### src/rtl/hc4_boot_ctrl.sv
// Boot/run controller for the hc4 core: streams the program ROM image in,
// holds the core in reset for a fixed time, then provides run/halt/step control.
module hc4_boot_ctrl #(
  parameter int ADDR_W     = 12,
  parameter int DATA_W     = 8,
  parameter int RESET_HOLD = 4
) (
  input  logic              clk,
  input  logic              nReset,
  input  logic              load_req,
  input  logic              run_req,
  input  logic              halt_req,
  input  logic              step_req,
  input  logic              in_valid,
  input  logic [DATA_W-1:0] in_data,
  input  logic              in_last,
  output logic              in_ready,
  output logic              rom_we,
  output logic [ADDR_W-1:0] rom_addr,
  output logic [DATA_W-1:0] rom_wdata,
  output logic              cpu_nreset,
  output logic              cpu_en,
  output logic [2:0]        state,
  output logic [ADDR_W:0]   load_count,
  output logic              err
);

  localparam logic [2:0] IDLE = 3'd0;
  localparam logic [2:0] LOAD = 3'd1;
  localparam logic [2:0] HOLD = 3'd2;
  localparam logic [2:0] RUN  = 3'd3;
  localparam logic [2:0] HALT = 3'd4;

  localparam logic [3:0] HOLD_LAST = 4'(RESET_HOLD - 1);

  typedef struct packed {
    logic [2:0]        state;
    logic              cpu_nreset;
    logic              cpu_en;
    logic              rom_we;
    logic [ADDR_W-1:0] rom_addr;
    logic [DATA_W-1:0] rom_wdata;
    logic [ADDR_W:0]   load_count;
    logic              err;
    logic [3:0]        hold_cnt;
  } ctrl_t;

  ctrl_t cur, nxt;
  logic  step_q;
  logic  step_rise;
  logic  xfer;
  logic  last_slot;

  assign in_ready   = (cur.state == LOAD);
  assign xfer       = in_valid & in_ready;
  assign step_rise  = step_req & ~step_q;
  // load_count doubles as the write address; the final ROM slot ends the load
  assign last_slot  = &cur.load_count[ADDR_W-1:0];

  always_comb begin
    nxt        = cur;
    nxt.rom_we = 1'b0;
    case (cur.state)
      IDLE: begin
        nxt.cpu_nreset = 1'b0;
        nxt.cpu_en     = 1'b0;
        if (load_req) begin
          nxt.state      = LOAD;
          nxt.load_count = '0;
          nxt.err        = 1'b0;
        end else if (!halt_req && run_req) begin
          nxt.state    = HOLD;
          nxt.hold_cnt = '0;
        end
      end
      LOAD: begin
        nxt.cpu_nreset = 1'b0;
        nxt.cpu_en     = 1'b0;
        if (xfer) begin
          nxt.rom_we     = 1'b1;
          nxt.rom_addr   = cur.load_count[ADDR_W-1:0];
          nxt.rom_wdata  = in_data;
          nxt.load_count = cur.load_count + 1'b1;
          if (in_last || last_slot) begin
            nxt.state    = HOLD;
            nxt.hold_cnt = '0;
            nxt.err      = ~in_last;
          end
        end
      end
      HOLD: begin
        nxt.cpu_nreset = 1'b0;
        nxt.cpu_en     = 1'b0;
        if (load_req) begin
          nxt.state      = LOAD;
          nxt.load_count = '0;
          nxt.err        = 1'b0;
          nxt.hold_cnt   = '0;
        end else if (cur.hold_cnt == HOLD_LAST) begin
          nxt.state      = RUN;
          nxt.cpu_nreset = 1'b1;
          nxt.cpu_en     = 1'b1;
        end else begin
          nxt.hold_cnt = cur.hold_cnt + 4'd1;
        end
      end
      RUN: begin
        nxt.cpu_nreset = 1'b1;
        nxt.cpu_en     = 1'b1;
        if (load_req) begin
          nxt.state      = LOAD;
          nxt.load_count = '0;
          nxt.err        = 1'b0;
          nxt.cpu_nreset = 1'b0;
          nxt.cpu_en     = 1'b0;
        end else if (halt_req) begin
          nxt.state  = HALT;
          nxt.cpu_en = 1'b0;
        end
      end
      HALT: begin
        nxt.cpu_nreset = 1'b1;
        nxt.cpu_en     = 1'b0;
        if (load_req) begin
          nxt.state      = LOAD;
          nxt.load_count = '0;
          nxt.err        = 1'b0;
          nxt.cpu_nreset = 1'b0;
        end else if (halt_req) begin
          nxt.state = HALT;
        end else if (run_req) begin
          nxt.state  = RUN;
          nxt.cpu_en = 1'b1;
        end else if (step_rise) begin
          // single-cycle enable lets the core retire exactly one instruction
          nxt.cpu_en = 1'b1;
        end
      end
      default: begin
        nxt.state      = IDLE;
        nxt.cpu_nreset = 1'b0;
        nxt.cpu_en     = 1'b0;
      end
    endcase
  end

  always_ff @(posedge clk or negedge nReset) begin
    if (!nReset) begin
      cur    <= '0;
      step_q <= 1'b0;
    end else begin
      cur    <= nxt;
      step_q <= step_req;
    end
  end

  assign state      = cur.state;
  assign cpu_nreset = cur.cpu_nreset;
  assign cpu_en     = cur.cpu_en;
  assign rom_we     = cur.rom_we;
  assign rom_addr   = cur.rom_addr;
  assign rom_wdata  = cur.rom_wdata;
  assign load_count = cur.load_count;
  assign err        = cur.err;

endmodule

### config.mk
export PLATFORM = sky130hd
export DESIGN_NAME = hc4_boot_ctrl
export DESIGN_NICKNAME = d
export VERILOG_FILES = /design/src/rtl/hc4_boot_ctrl.sv
export SDC_FILE = /design/constraint.sdc
export NUM_CORES = 1
export LEC_CHECK = 0
export CAP_MARGIN = 20
export CELL_PAD_IN_SITES_DETAIL_PLACEMENT = 1
export CELL_PAD_IN_SITES_GLOBAL_PLACEMENT = 2
export CORE_MARGIN = 4
export CORE_UTILIZATION = 30
export DETAILED_ROUTE_END_ITERATION = 8
export GPL_ROUTABILITY_DRIVEN = 0
export PLACE_DENSITY_LB_ADDON = 0.1
export SYNTH_ARGS = -nofsm -noshare
export SYNTH_HDL_FRONTEND = slang
export SYNTH_SLANG_ARGS = --single-unit
### constraint.sdc
create_clock -name clk -period 3.8 [get_ports clk]
set_input_delay 0.38 -clock clk [delete_from_list [all_inputs] [get_ports clk]]
set_output_delay 0.38 -clock clk [all_outputs]
set_load 0.005 [all_outputs]
==> results of run 1 <==
==> state kept, by name (all words and copies together) (netlist names) <==
name and count:
rom_wdata 8, cpu_nreset 1, err 1, rom_addr 12, state 3, cpu_en 1, load_count 13, rom_we 1
cur 4, step_q 1
==> cells in the mapped netlist (3+ instances only) <==
cell,instances,area share
a21oi_1,8,0.016
a31oi_1,4,0.010
buf_2,4,0.0082
buf_4,38,0.12
dfrtp_1,45,0.46
inv_1,8,0.012
nand2_1,73,0.11
nand3_1,10,0.021
nor2_1,12,0.018
nor2b_1,3,0.0077
nor3_1,3,0.0062
o211ai_1,4,0.012
o21ai_0,21,0.043
xor2_1,3,0.011
==> routing by layer <==
| layer | GRT usage | vias up | routed length, um |
|---|---|---|---|
| li1 | - | 929 | - |
| met1 | 0.159 | 930 | 2680 |
| met2 | 0.212 | 38 | 2810 |
| met3 | 0.0286 | 7 | 272 |
| met4 | 0.0347 | 0 | 61 |
| met5 | 0 | - | 0 |
==> power by group through the flow <==
stage | combinational [mW] | sequential (mW) | clock [mW]
finish | 0.516 | 0.657 | 0.321
global route | 0.581 | 0.677 | 0.351
CTS | 0.533 | 0.661 | 0.336
detailed placement | 0.531 | 0.671 | 0
global placement | 0.529 | 0.670 | 0
floorplan | 0.401 | 0.624 | 0
==> area by class of cell <==
class	instances	share of cell area
Tap cell	102	0.0439
Multi-Input combinational cell	176	0.329
Timing Repair Buffer	58	0.196
Sequential cell	45	0.387
Clock buffer	6	0.0284
Inverter	8	0.0103
Clock inverter	2	0.00474
==> final timing paths <==
path | depth (start not counted) | end | start | slack, ps
hold reg to reg | 2 | rom_addr[1] | rom_addr[1] | 480
min in group clk | 2 | rom_addr[1] | rom_addr[1] | 480
max in group asynchronous | 2 | state[0] | nReset | 3240
setup / recovery | 6 | load_count[11] | state[0] | 1580
setup reg to reg | 6 | load_count[11] | state[0] | 1580
hold / removal | 2 | rom_wdata[7] | nReset | 160
==> cell usage in the layout, fill, tap and decap left out, types with 2 or more instances in the layout <==
| master | netlist | routed |
|---|---|---|
| nand2b_1 | 2 | 2 |
| or4_1 | 2 | 2 |
| nor2b_1 | 3 | 3 |
| xor2_1 | 3 | 3 |
| clkdlybuf4s50_1 | 0 | 55 |
| buf_4 | 38 | 2 |
| nand3_1 | 10 | 10 |
| o2111ai_1 | 2 | 2 |
| nor3_1 | 3 | 3 |
| nand2_1 | 73 | 73 |
| ha_1 | 2 | 2 |
| o211ai_1 | 4 | 4 |
| and2_1 | 2 | 2 |
| inv_1 | 8 | 8 |
| dfrtp_1 | 45 | 45 |
| a21oi_1 | 8 | 8 |
| a31oi_1 | 4 | 4 |
| o21ai_0 | 21 | 21 |
| o21bai_1 | 2 | 2 |
| a22o_1 | 2 | 2 |
| and3_1 | 2 | 2 |
| clkbuf_8 | 0 | 6 |
| nor2_1 | 12 | 12 |
==> kinds of logic (layout without fill, tap and decap cells) <==
kind of cell    after synthesis  in the layout  share of synthesized area
simple gates                120            120                      0.233
buf+inv                      54             74                      0.147
compound gates               49             49                      0.130
flops                        45             45                      0.462
xor+xnor                      4              4                     0.0144
fa+ha+maj                     2              2                     0.0103
mux                           1              1                    0.00462
==> metrics by stage <==
step	cell area (sq um)	worst slack (ps)	utilization	std cells	hold slack, ps
finish	2910	1580	0.372	397	163
global route	2910	1370	0.372	397	210
CTS	2910	1530	0.372	397	187
detailed placement	2810	1420	0.360	389	462
global placement	2810	1480	0.360	389	461
floorplan	2440	1930	-	275	84.4
==> impl_metrics.toml, run 1 <==
[detailed_routing]
antenna_left = 0
routedWlPerCell_um = 14.7
routed_wl_mm = 5.83
drc = 0
first_pass_iters = 4
viasPerCell = 4.80
first_iter_violations = 47
via_count = 1904

[setup_path]
crit_required_ps = 4020
crit_chain = "nor3b_4 > nand2_1 > buf_4 > inv_1 > nand3_1 > o21ai_0"
critical-path-slowest-cell = "inv_1"
cp-start-kind = "flip-flop"
slowest_delay_ps = 600
path_class = "flip-flop to flip-flop"
critical_path_buf_inv_count = 2
crit_family = "buffers and inverters"
crit_path_end_kind = "flip-flop"
cp_max_fo = 32
crit_arrival_ps = 2440

[clock_tree]
postCtsSetupRepairBufs = 0
clock_latency_ps = 300
htreeDepth = 2
clock-sinks = 45
postCtsHoldBufs = 0
cts_tree = "built"
cts_root_buffer = "clkbuf_8"
clk_path_buf_depth = 2
cts_resized = 0
clk_pin_slew_ps = 90
cts_made_buffers = 5

[placement]
dpl.hpwl_mm = 4.15
portBuffers = 56

[sta]
finalHoldViolations = 0
fmax_mhz = 450
final_max_slew_viol_count = 0
tns_ps = 0
fin_skew_ps = 6.29
maxSlewHeadroom = 0.499
period_minus_slack_ps = 2220
worst_pin_slew_ps = 750
timing.final.crit_share = 0.585
setup_viol = 0
rsz0062_at_grt = "no"

[grt]
grt_max_degree = 46
grtUsageTotal = 0.124
antenna_found_initial = 0
first_global_vias = 2016
grt_first_pass_wirelength_mm = 9.95
overflow = 0

[yosys]
syn-num-nets = 293
async_reset_ff_frac = 1.00
synth_warnings = 0
synth_cell_types = 44
synth_edf_count = 0
syn_area_per_cell_sq_um = 8.87
synthCells = 275
synth_ff_type = "dfrtp_1"
syn_area_sq_um = 2440
ys_seq_area_frac = 0.462
ys_seq_elements = 45

[job]
cap_violations = 0

[floorplan]
die_h_um = 98.2
die_w_um = 98.2
ios = 57
core_sq_um = 7810
core.rowCount = 32
die_area_sq_um = 9640
start_util = 0.313

[final_layout]
fill_cells = 919
final_nets = 312
area_growth_pct = 19.1
layout-drive-gt1-share = 0.0610
multi_input_area_sq_um = 956
ff_latch_area_sq_um = 1130
antennaDiodeCount = 0

[pwr]
p_sw_mw = 0.525
share_seq_of_total_power = 0.440
power_leakage_nw = 1.29
clkPwrFrac = 0.215
power_density_nw_per_um2 = 514
vdd_drop_max_mv = 0.186
total_power_mw = 1.49
p_int_mw = 0.970
switching_share = 0.351
comb_power_share = 0.345

[status]
status = "finished clean"

[min_path]
hold_class = "input port to asynchronous set/reset pin"
(Power assumes the default switching activity.)
==> inputs of run 2 (changes only) <==
--- a/config.mk
+++ b/config.mk
@@ -9,7 +9,7 @@
 export CELL_PAD_IN_SITES_DETAIL_PLACEMENT = 1
 export CELL_PAD_IN_SITES_GLOBAL_PLACEMENT = 2
 export CORE_MARGIN = 4
-export CORE_UTILIZATION = 30
+export CORE_UTILIZATION = 27
 export DETAILED_ROUTE_END_ITERATION = 8
 export GPL_ROUTABILITY_DRIVEN = 0
 export PLACE_DENSITY_LB_ADDON = 0.1
==> constraint.sdc (replaced) <==
create_clock -name clk -period 1.8 [get_ports clk]
set_input_delay 0.18 -clock clk [delete_from_list [all_inputs] [get_ports clk]]
set_output_delay 0.18 -clock clk [all_outputs]
set_load 0.005 [all_outputs]
==> impl_metrics.toml, run 2 (synthesized netlist as in run 1, its figures left out) <==
[status]
status = "finished, violations left"
violations = "negative setup slack"

[setup_path]
reg2reg_slack_ps = -120
reg2reg_to = "state[0]"
critical-path-slowest-cell = "or3b_4"
crit_arrival_ps = 2110
slowest_delay_ps = 400
cp_max_fo = 4
path_class = "flip-flop to flip-flop"
crit_required_ps = 1990
crit_path_end_kind = "flip-flop"
r2r_start = "cur[0]"
crit_chain = "ha_2 > or3b_4 > nor2_4 > and3b_1 > a311oi_2 > mux2_4"
r2r_cells = 6
cp-start-kind = "flip-flop"

[floorplan]
die_h_um = 103
die_area_sq_um = 10600
core.rowCount = 34
start_util = 0.278
ios = 57
die_w_um = 103
core_sq_um = 8760

[final_layout]
fin_util = 0.371
layout-drive-gt1-share = 0.184
final_cells = 440
fill_cells = 1020
antennaDiodeCount = 0
layout_common_cells = "72 x nand2_1, 54 x clkdlybuf4s50_1, 43 x dfrtp_1, 36 x buf_4, 21 x o21ai_0"
largest_reg_flops = 13
mostFrequentLayoutCell = "nand2_1"
final_nets = 349
area_growth_pct = 33.4

[min_path]
hold_class = "input port to asynchronous set/reset pin"

[pwr]
vdd_drop_max_mv = 0.380
power_density_nw_per_um2 = 1110
power_leakage_nw = 1.51

[detailed_routing]
routed_wl_mm = 6.44
first_iter_violations = 58
drc = 0
first_pass_iters = 4
routedWlPerCell_um = 14.6
via_count = 2007
antenna_left = 0
viasPerCell = 4.56

[clock_tree]
cts_root_buffer = "clkbuf_8"
cts_tree = "built"
htreeDepth = 2
clk_pin_slew_ps = 90
clk_path_buf_depth = 2
clock-sinks = 45
clock_latency_ps = 300
cts_made_buffers = 5

[sta]
timing.final.crit_share = 1.07
fin_skew_ps = 7.64
period_minus_slack_ps = 1920
setup_ws_ps = -119
fmax_mhz = 521
rsz0062_at_grt = "yes"
finalHoldViolations = 0
maxSlewHeadroom = 0.721
final_max_slew_viol_count = 0
setup_viol = 1
worst_pin_slew_ps = 418

[grt]
grtUsageTotal = 0.128
grt_max_degree = 18
first_global_vias = 2053
grt_first_pass_wirelength_mm = 10.7
antenna_found_initial = 0
overflow = 0

[placement]
dpl.hpwl_mm = 4.93
pre_cts_ws_ps = -185
dp_cells = 430
portBuffers = 56

[job]
cap_violations = 0
run 2: changes by cell type in the layout (fill, tap and decap cells not counted), sizes merged:
cell           change
buf               +36
bufinv             +1
clkdlybuf4s50      -1
clkinv             -1
dlygate4sd3        +1
dlymetal6s2s       +1
run 2: layout make-up:
| type | instances | area, sq um | share of cell area |
|---|---|---|---|
| flip-flops and latches | 45 | 1130 | 0.347 |
| repair buffers | 95 | 870 | 0.267 |
| multi-input cells | 176 | 980 | 0.301 |
| clock buffers | 6 | 72.6 | 0.0223 |
| well taps | 108 | 135 | 0.0415 |
| clock inverters | 2 | 38.8 | 0.0119 |
| inverters | 8 | 30.0 | 0.00923 |
run 2: power by group:
group / total [mW] / internal [mW] / switching [mW]
clock: 0.787 / 0.418 / 0.369
combinational: 1.51 / 0.796 / 0.711
sequential: 1.31 / 1.19 / 0.117
total: 3.61 / 2.41 / 1.20
run 2: critical path: cells and delay by family, from the launching register on:
family,cells,cell delay (ps)
muxes,1,330
DFF,1,360
AOI/OAI and AO/OA,1,220
and+or+nand+nor,3,700
adders and majority gates,1,190
run 2: repair_timing:
action                                  in CTS  in global routing
gates resized for setup                      6                  6
endpoints found under the setup margin       2                  7
hold endpoints to repair                    15                  0
hold buffers                                 1                  0
setup buffers                                0                  1
pin swaps                                    0                  2
run 2: how the worst max path moves through the flow:
stage | startpoint | end | slack (ps) | cells after the start
final | cur[0] | state[0] | -120 | 6
after global routing | cur[0] | state[0] | -200 | 6
after CTS | cur[0] | state[0] | -120 | 6
after detailed placement | cur[0] | state[0] | -190 | 6
after global placement | cur[0] | state[0] | -120 | 6
after floorplan | cur[0] | state[0] | -70 | 6
run 2: per-layer routing:
metal | vias up | share of wire | GRT usage
met5 | - | 0 | 0
met4 | 0 | 0.0079 | 0.0319
met3 | 4 | 0.039 | 0.0237
met2 | 35 | 0.47 | 0.200
met1 | 973 | 0.48 | 0.181
li1 | 995 | - | -
run 2: per-stage QoR:
step	TNS [ps]	instance area, sq um	power, mW	hold slack (ps)
2_1_floorplan	-72.8	2440	2.17	-116
3_3_place_gp	-129	3090	2.81	142
3_5_place_dp	-261	3090	2.81	142
4_1_cts	-125	3230	3.65	325
5_1_grt	-201	3250	3.89	315
6_report	-119	3250	3.61	334
